<file path="src/rtl/hft_pkg.sv">
// -----------------------------------------------------------------------------
// hft_pkg
// Shared constants for the market-data message path: message width and the
// location and legal values of the side byte. The order-book stages import the
// same package, so changing a field position here updates every stage.
// -----------------------------------------------------------------------------
package hft_pkg;

    localparam int MSG_W   = 320;
    localparam int SIDE_HI = 151;
    localparam int SIDE_LO = 144;

    localparam logic [7:0] SIDE_BID = 8'h42;
    localparam logic [7:0] SIDE_ASK = 8'h44;

    // True when the side byte names a book the downstream pair can handle.
    function automatic logic is_book_side(input logic [7:0] side);
        return (side == SIDE_BID) || (side == SIDE_ASK);
    endfunction

endpackage

</file>
<file path="src/rtl/msg_fifo.sv">
// -----------------------------------------------------------------------------
// msg_fifo
// DEPTH x MSG_W synchronous FIFO with a first-word-fall-through head.
// Ports:
//   clk, resetn    - clock, asynchronous active-high reset
//   push/push_data - write push_data at the tail (ignored when full)
//   pop            - advance the head (ignored when empty)
//   head           - message at the head, all zeros while empty
//   level          - current occupancy, 0..DEPTH
// -----------------------------------------------------------------------------
module msg_fifo
    import hft_pkg::*;
#(
    parameter int DEPTH = 4
) (
    input  logic                     clk,
    input  logic                     resetn,
    input  logic                     push,
    input  logic [MSG_W-1:0]         push_data,
    input  logic                     pop,
    output logic [MSG_W-1:0]         head,
    output logic [$clog2(DEPTH):0]   level
);

    localparam int AW = $clog2(DEPTH);
    localparam int LW = AW + 1;

    logic [MSG_W-1:0] mem [DEPTH];
    logic [AW-1:0]    rd_ptr;
    logic [AW-1:0]    wr_ptr;
    logic             full;
    logic             empty;
    logic             do_push;
    logic             do_pop;

    assign full    = (level == LW'(DEPTH));
    assign empty   = (level == '0);
    assign do_push = push && !full;
    assign do_pop  = pop && !empty;

    // NOTE: storage is deliberately not reset; stale slots are never visible
    // because the head output is forced to zero whenever the FIFO is empty.
    always_ff @(posedge clk) begin
        if (do_push) begin
            mem[wr_ptr] <= push_data;
        end
    end

    // Pointers wrap naturally because DEPTH is a power of two.
    always_ff @(posedge clk or posedge resetn) begin
        if (resetn) begin
            rd_ptr <= '0;
            wr_ptr <= '0;
            level  <= '0;
        end else begin
            if (do_push) wr_ptr <= wr_ptr + AW'(1);
            if (do_pop)  rd_ptr <= rd_ptr + AW'(1);
            case ({do_push, do_pop})
                2'b10:   level <= level + LW'(1);
                2'b01:   level <= level - LW'(1);
                default: level <= level;
            endcase
        end
    end

    assign head = empty ? '0 : mem[rd_ptr];

endmodule

</file>
<file path="src/rtl/msg_assembler_fifo.sv">
// -----------------------------------------------------------------------------
// msg_assembler_fifo
// Assembles a byte stream into MSG_BYTES-byte messages (byte 0 is the MSB),
// keeps only bid/ask messages and queues them for the order-book pair.
// Ports:
//   clk, resetn              - clock, asynchronous active-high reset
//   in_valid/in_sop/in_data  - byte stream; in_sop marks byte 0
//   in_ready                 - byte accepted this cycle when in_valid is high
//   system_free              - downstream consumes the head message
//   buffer_not_empty         - ff_buffer holds a valid message
//   ff_buffer                - head-of-FIFO message
//   drop_count               - saturating count of discarded messages
//   fifo_level               - current FIFO occupancy
// -----------------------------------------------------------------------------
module msg_assembler_fifo
    import hft_pkg::*;
#(
    parameter int DEPTH     = 4,
    parameter int MSG_BYTES = 40
) (
    input  logic                     clk,
    input  logic                     resetn,
    input  logic                     in_valid,
    input  logic                     in_sop,
    input  logic [7:0]               in_data,
    output logic                     in_ready,
    input  logic                     system_free,
    output logic                     buffer_not_empty,
    output logic [MSG_W-1:0]         ff_buffer,
    output logic [15:0]              drop_count,
    output logic [$clog2(DEPTH):0]   fifo_level
);

    localparam int IW = $clog2(MSG_BYTES);
    localparam int LW = $clog2(DEPTH) + 1;

    logic [MSG_W-1:0] asm_q;
    logic [MSG_W-1:0] asm_next;
    logic [IW-1:0]    idx_q;
    logic             active_q;   // a message is in progress (not idle)

    logic             accept;
    logic             store;
    logic [IW-1:0]    eff_idx;
    logic             last;
    logic             side_ok;
    logic             push;
    logic             drop;

    // Ready depends only on registered occupancy, never on system_free.
    assign in_ready = (fifo_level < LW'(DEPTH));
    assign accept   = in_valid && in_ready;
    // Bytes without sop while idle are accepted but not stored.
    assign store    = accept && (in_sop || active_q);
    assign eff_idx  = in_sop ? '0 : idx_q;
    assign last     = store && (eff_idx == IW'(MSG_BYTES - 1));

    // NOTE: combinational logic uses blocking '=' with a default assignment
    // first, so every path assigns asm_next and no latch is inferred.
    always_comb begin
        asm_next = asm_q;
        if (store) begin
            asm_next[MSG_W - 1 - 8 * int'(eff_idx) -: 8] = in_data;
        end
    end

    // Side byte is taken from asm_next so the final byte counts this cycle.
    assign side_ok = is_book_side(asm_next[SIDE_HI:SIDE_LO]);
    assign push    = last && side_ok;
    // Sop over a partial and an unwanted side can coincide: still one drop.
    assign drop    = (accept && in_sop && active_q && (idx_q != '0))
                   || (last && !side_ok);

    always_ff @(posedge clk or posedge resetn) begin
        if (resetn) begin
            asm_q      <= '0;
            idx_q      <= '0;
            active_q   <= 1'b0;
            drop_count <= '0;
        end else begin
            if (store) begin
                asm_q <= asm_next;
                if (last) begin
                    idx_q    <= '0;
                    active_q <= 1'b0;
                end else begin
                    idx_q    <= eff_idx + IW'(1);
                    active_q <= 1'b1;
                end
            end
            if (drop && (drop_count != 16'hFFFF)) begin
                drop_count <= drop_count + 16'd1;
            end
        end
    end

    assign buffer_not_empty = (fifo_level != '0);

    msg_fifo #(
        .DEPTH (DEPTH)
    ) u_fifo (
        .clk       (clk),
        .resetn    (resetn),
        .push      (push),
        .push_data (asm_next),
        .pop       (buffer_not_empty && system_free),
        .head      (ff_buffer),
        .level     (fifo_level)
    );

endmodule

</file>
<file path="config.mk">
export PLATFORM = sky130hd
export DESIGN_NAME = msg_assembler_fifo
export DESIGN_NICKNAME = d
export VERILOG_FILES = /design/src/rtl/hft_pkg.sv /design/src/rtl/msg_fifo.sv /design/src/rtl/msg_assembler_fifo.sv
export SDC_FILE = /design/constraint.sdc
export NUM_CORES = 2
export LEC_CHECK = 0
export ABC_CLOCK_PERIOD_IN_PS = 14150
export CAP_MARGIN = 20
export CORE_MARGIN = 2
export CORE_UTILIZATION = 35
export CTS_BUF_LIST = sky130_fd_sc_hd__clkbuf_2
export DETAILED_ROUTE_END_ITERATION = 8
export GPL_ROUTABILITY_DRIVEN = 0
export SYNTH_ARGS = -nofsm -noshare
export SYNTH_HDL_FRONTEND = slang
export SYNTH_SLANG_ARGS = --single-unit
</file>
<file path="constraint.sdc">
create_clock -name clk -period 14.15 [get_ports clk]
set_input_delay 2.83 -clock clk [delete_from_list [all_inputs] [get_ports clk]]
set_output_delay 2.83 -clock clk [all_outputs]
set_load 0.01 [all_outputs]
</file>
[Yosys cells after proc, flatten, opt, wreduce, memory -nomap -nowiden]
Memories as Yosys holds them, arrays and structs flattened.
Cells that the tools add are included.
W data, S select, Z words.
Storage, ports and cells
  flip-flop bits (word level): 350
  bits in writable memories: 1280
  input bits: 13
  output and inout bits: 341
  word-level logic and storage cells: 57
  memories kept: 1
Memories
  u_fifo.mem: depth 4, width 320, read ports 1, clocked after memory_dff 0, write ports 1, line msg_fifo.sv:28  | logic [MSG_W-1:0] mem [DEPTH];
Operators by class
  add/subtract/negate cells: 8
  order comparisons: 1
  equal/unequal tests: 7
  shift-type cells: 2
  multiplexer cells: 9
  reduce and logical (&&, ||, !) cells: 22
Operators by type and width (count)
  $mux W320: 2
  $shift A8 B33 Y327 const A: 1
  $shiftx A8 B33 Y327: 1
  $bwmux W320: 1
  $neg A10 Y33: 1
  $add A16 B1 Y16 const B: 1
  $eq A8 B7 Y1 const B: 2
  $ne A16 B16 Y1 const B: 1
  $logic_and A1 B1 Y1: 12
  $mux W6: 2
  $sub A9 B9 Y10 const A: 1
  $add A6 B1 Y6 const B: 1
  $eq A6 B6 Y1 const B: 1
  $pmux W3 S2: 1
  $reduce_bool A6 Y1: 1
  $add A2 B1 Y2 const B: 2
  $add A3 B1 Y3 const B: 1
  $eq A3 B3 Y1 const B: 1
  $logic_not A1 Y1: 3
  $logic_not A3 Y1: 1
  $logic_or A1 B1 Y1: 3
  $lt A3 B3 Y1 const B: 1
  $mux W1: 3
  $reduce_bool A3 Y1: 1
  4 further kinds: 4

[Depth between registers and ports, before layout]
  depth in word-level cells: 12
  depth in mapped cells: 19
  depth with buffers taken out: 15

[By module]
Synthesis repeated with hierarchy kept, for this count alone.
Second synthesis, totals
  cell total of the unflattened synthesis: 3547
  area total of the unflattened synthesis: 65655.5 um^2
Modules (own cells, without submodules)
  msg_fifo: instances 1, cells an instance 2066, area each 48749.3 um^2, sequential area each 38612.0 um^2
  msg_assembler_fifo: instances 1, cells an instance 1481, area each 16906.2 um^2, sequential area each 8583.2 um^2

[Least setup slack after synthesis]
No wires, ideal clock.
  path kind: in2reg
  from: in in_sop
  to: mem u_fifo.mem[0][0], enable pin
  setup time: 723 ps
  data arrival time: 12243 ps
  required time: 13427 ps
  path slack: 1184 ps
  stages: 13
  buffers on the path: 4
  cells stage by stage: buf_2 > nor2b_1 > inv_1 > clkbuf_1 > ha_1 > clkbuf_1 > nor3b_1 > a311o_1 > and4_1 > buf_4 > a31oi_1 > nor2_1 > and2_1
On the way
  word-level cells in the longest chain between the ends: 12
  elaborated cells between the ends (all ways): 18
  those cells by class: 2 x add/sub; 3 x eq/ne; 2 x shift; 5 x mux; 6 x reduce/logical
Ends and longest elaborated chain
  start, declared: line msg_assembler_fifo.sv:24  | input logic in_sop,
  $mux W6: line msg_assembler_fifo.sv:55  | assign eff_idx = in_sop ? '0 : idx_q;
  $sub A9 B9 Y10: line msg_assembler_fifo.sv:63  | asm_next[MSG_W - 1 - 8 * int'(eff_idx) -: 8] = in_data;
  $neg A10 Y33: line msg_assembler_fifo.sv:63
  $shiftx A8 B33 Y327 / $shift A8 B33 Y327 (equally long branches): line msg_assembler_fifo.sv:63
  $bwmux W320: line msg_assembler_fifo.sv:63
  $mux W320: line msg_assembler_fifo.sv:62  | if (store) begin
  $eq A8 B7 Y1: line hft_pkg.sv:18  | return (side == SIDE_BID) || (side == SIDE_ASK);
  $logic_or A1 B1 Y1: line hft_pkg.sv:18
  $logic_and A1 B1 Y1 (*): line msg_assembler_fifo.sv:69  | assign push = last && side_ok;
  $logic_and A1 B1 Y1 (*): line msg_fifo.sv:38  | assign do_push = push && !full;
  $mux W1 (*): line msg_fifo.sv:44  | if (do_push) begin
  $mux W1 (implied by the code) (*): line msg_fifo.sv:45  | mem[wr_ptr] <= push_data;
  end, declared: line msg_fifo.sv:28
Mark *: on every way between the ends. The rest lies on a longest branch, timed or not.

[Worst setup path after layout]
  from: reg u_fifo.rd_ptr[0]
  to: out ff_buffer[57]
On the way
  word-level cells in the longest chain between the ends: 2
Ends and longest elaborated chain
  start, declared: line msg_fifo.sv:29  | logic [AW-1:0] rd_ptr;
  start signal, assigned: line msg_fifo.sv:57  | if (do_pop) rd_ptr <= rd_ptr + AW'(1);
  $mem_v2 Z4 W320
  $mux W320: line msg_fifo.sv:66  | assign head = empty ? '0 : mem[rd_ptr];
  end, declared: line msg_assembler_fifo.sv:29  | output logic [MSG_W-1:0] ff_buffer,
No other way between the ends.

==> run summary <==
Final hold violations: 0
Worst setup endpoint: ff_buffer[57]
Number of routed nets with antenna violations: 0
Row cnt: 158
Sequential-to-total area share from yosys stat: 0.719
Number of nets at the end of the flow: 4149
Clk buf depth: 4
EDFF count, synth: 1280
Minimum clock period: 8.55 ns
Classification of the worst-slack hold path: reg -> reg
Setup CP Type: reg -> out
Count of different cell masters after synthesis: 59
Sort of element at the start of the critical path: register
Final setup violation count: 0
Clock Latency Late Sink: 1.76 ns
DR vias/cell: 4.91
Cell internal power dissipation: 0.00777 W
Mapped Cells: 3532
Share of power burned in the clock network: 0.289
Count of final max-slew check failures: 0
Buffers added on ports: 353
Wire length of the first global-routing pass: 238000 µm
Worst-case register-to-register setup slack: 7.05 ns
Remaining routing DRC violations: 0
Critical path required time: 11.32 ns
Start of the worst register-to-register path: idx_q[3]$_DFFE_PP0P_
Initial DRC Count: 2106
Top cell type by total area after synthesis: sky130_fd_sc_hd__edfxtp_1
Worst setup path start: u_fifo.rd_ptr[0]$_DFFE_PP0P_
Max-cap violation count: 0
Register area: 0.0472 mm²
Slew at the pin closest to its max-slew limit: 1.26 ns
Comb pwr share: 0.226
Number of sinks driven by the clock tree: 1630
Routed wire length: 163000 µm
Run status: complete, no violations
Sw power: 0.00328 W
Area of the die: 0.191 mm²
Prevailing post-synth register cell: sky130_fd_sc_hd__edfxtp_1
Leakage component of the power: 26.9 nW
Total power divided by cell area: 146 mW/mm²
GRT Total Usage: 0.170
Max-Slew Margin vs Limit: 0.159
Maximum fanout along the worst path: 46
Post-DP HPWL: 95900 µm
Switching portion of total power: 0.297
Area taken by multi-input logic gates: 0.0173 mm²
CTS clk-pin slew, worst paths: 0.10 ns
Data arrival time of the critical path: 5.72 ns
Leftover overflow at the end of global routing: 0
Crit end category: primary output
Post-synthesis average cell area: 18.6 µm²
Largest net degree at the start of global routing: 152
Share of post-route cells with drive strength above 1: 0.345
Post-synth top cells: 1280 x sky130_fd_sc_hd__edfxtp_1, 424 x sky130_fd_sc_hd__mux2_2, 350 x sky130_fd_sc_hd__dfrtp_1, 337 x sky130_fd_sc_hd__and2_1, 320 x sky130_fd_sc_hd__mux4_2
Overall Power: 0.0111 W
Count of fill cells added during filler insertion: 17200
Most common cell in the netlist: sky130_fd_sc_hd__edfxtp_1
Yosys warnings: 0
Max rail drop VDD: 0.123 mV
Die W: 437 µm
Vias in the first global route: 35500
TritonCTS buffer count: 424
FMAX: 0.117 GHz
Core area: 0.186 mm²
Count of vias placed by the detailed router: 34200
Area Overhead vs Synth: 15.3%
Post-cts hold buffer count: 0
Critical hold path startpoint: asm_q[141]$_DFFE_PP0P_
Number of I/O pins: 354
Unrepaired setup endpoints after global routing: no
Setup clock skew after layout: 0.211 ns
Effective utilization at floorplan: 0.353
Buffer type at the clock tree root: sky130_fd_sc_hd__clkbuf_2
Worst slack on hold paths: 0.459 ns
Final critical-path share of the clock period: 0.604
Proportion of netlist area held by the largest area contributor: 0.586
FFs w/ async S/R, synth: 0.215
Post-Synthesis Cell Area: 0.0656 mm²
Sum of negative setup slack: 0 ns
CTS tree: done
Part of the total power dissipated in sequential elements: 0.485
CTS H-tree lvls: 5
Number of cells on the worst reg-to-reg path: 9
Drt wl/cell: 23.4 µm
Post-cts repair resize count: 0
Buffers inserted during post-CTS setup optimization: 0
Leading post-synthesis cells by cell area: sky130_fd_sc_hd__edfxtp_1 59%, sky130_fd_sc_hd__dfrtp_1 13%, sky130_fd_sc_hd__mux4_2 11%
Initial antenna violation count: 15
Worst reg2reg endpoint: u_fifo.mem[2][231]$_DFFE_PP_
Flops & latches, synth: 1630
First-pass iteration count of the detailed router: 5
Hold Crit Depth: 1
Synthesized net count: 3555
Die Span Y: 437 µm
## placed cells by master, fill, tap and decap left out, types with 5 or more instances in the layout
cell / synthesis / layout
sky130_fd_sc_hd__nor2b_1: 7 / 6
sky130_fd_sc_hd__o31ai_1: 5 / 5
sky130_fd_sc_hd__ha_1: 9 / 8
sky130_fd_sc_hd__a22o_1: 14 / 14
sky130_fd_sc_hd__clkbuf_2: 1 / 675
sky130_fd_sc_hd__nand2b_1: 14 / 14
sky130_fd_sc_hd__mux2_2: 424 / 424
sky130_fd_sc_hd__nand2_1: 149 / 149
sky130_fd_sc_hd__edfxtp_1: 1280 / 1280
sky130_fd_sc_hd__and2_1: 337 / 333
sky130_fd_sc_hd__clkinv_1: 0 / 78
sky130_fd_sc_hd__clkinv_2: 0 / 9
sky130_fd_sc_hd__nand2_2: 8 / 8
sky130_fd_sc_hd__nand4_1: 6 / 6
sky130_fd_sc_hd__diode_2: 0 / 9
sky130_fd_sc_hd__xnor2_1: 18 / 18
sky130_fd_sc_hd__mux2i_1: 19 / 19
sky130_fd_sc_hd__nor3b_1: 5 / 5
sky130_fd_sc_hd__inv_1: 18 / 17
sky130_fd_sc_hd__nand3_1: 13 / 12
sky130_fd_sc_hd__buf_4: 8 / 61
sky130_fd_sc_hd__nor3_1: 10 / 9
sky130_fd_sc_hd__nor2_1: 13 / 13
sky130_fd_sc_hd__dfrtp_1: 350 / 348
sky130_fd_sc_hd__a21oi_1: 5 / 5
sky130_fd_sc_hd__nand3_2: 5 / 5
sky130_fd_sc_hd__clkdlybuf4s50_1: 0 / 345
sky130_fd_sc_hd__o21ai_0: 202 / 202
sky130_fd_sc_hd__mux4_2: 320 / 320
sky130_fd_sc_hd__and3_1: 7 / 7
## final cells by class
type | instances | share of cell area
diodes | 9 | 0.000298
repair buffers | 414 | 0.0538
clock buffers | 675 | 0.0446
flip-flops and latches | 1630 | 0.624
inverters | 18 | 0.000992
multi-input cells | 1638 | 0.229
clock inverters | 98 | 0.00627
well taps | 2480 | 0.0410
## worst min path at each step
stage                                              end  slack [ns]
after CTS                 u_fifo.mem[0][141]$_DFFE_PP_        0.40
after floorplan                   asm_q[0]$_DFFE_PP0P_        0.44
after detailed placement         asm_q[82]$_DFFE_PP0P_        0.46
after global placement           asm_q[81]$_DFFE_PP0P_        0.45
after global routing      u_fifo.mem[0][141]$_DFFE_PP_        0.46
final                     u_fifo.mem[0][141]$_DFFE_PP_        0.46
## cell families (layout without fill, tap and decap cells)
logic type | Yosys count | count (layout) | share of synthesized area
fa+ha+maj | 10 | 10 | 0.00202
other cells | 0 | 9 | 0
buf+inv | 264 | 1205 | 0.0168
mux | 764 | 764 | 0.186
xor+xnor | 21 | 21 | 0.00280
compound gates | 241 | 241 | 0.0206
flops | 1630 | 1630 | 0.719
simple gates | 602 | 602 | 0.0526
## power groups by stage
| stage | Clock (W) | Combinational [W] | Sequential [W] |
|---|---|---|---|
| after floorplan | 0 | 0.00148 | 0.00540 |
| after global placement | 0 | 0.00254 | 0.00547 |
| after detailed placement | 0 | 0.00255 | 0.00547 |
| after CTS | 0.00332 | 0.00256 | 0.00536 |
| after global routing | 0.00356 | 0.00269 | 0.00537 |
| final | 0.00319 | 0.00250 | 0.00536 |
## worst max-delay path, stage by stage (launching register included)
cell                              delay, ns
sky130_fd_sc_hd__dfrtp_4               0.84
sky130_fd_sc_hd__buf_4                 0.87
sky130_fd_sc_hd__buf_4                 0.91
sky130_fd_sc_hd__mux4_2                0.64
sky130_fd_sc_hd__and2_1                0.25
sky130_fd_sc_hd__clkdlybuf4s50_1       0.50
## state kept, by name (all words and copies together) (netlist names)
signal	flops
active_q	1
asm_q	320
drop_count	16
idx_q	6
u_fifo.level	3
u_fifo.mem	1280
u_fifo.rd_ptr	2
u_fifo.wr_ptr	2
## metal layers
layer / global-route usage / vias up / share of wire / wire (µm)
met3: 0.0349 / 237 / 0.044 / 7180
li1: - / 15200 / - / -
met1: 0.212 / 17800 / 0.41 / 67600
met4: 0.0567 / 0 / 0.024 / 4000
met2: 0.292 / 920 / 0.52 / 84400
met5: 0 / - / 0 / 0
## through the flow
stage | utilization | cell area [µm²] | setup WS, ns | std cells
CTS | 0.407 | 75600 | 5.06 | 6950
floorplan | - | 65600 | 1.18 | 3532
global placement | 0.386 | 71700 | 4.17 | 6175
detailed placement | 0.386 | 71700 | 4.08 | 6177
finish | 0.407 | 75700 | 5.60 | 6962
global route | 0.407 | 75700 | 4.96 | 6959
(Power assumes the default switching activity.)
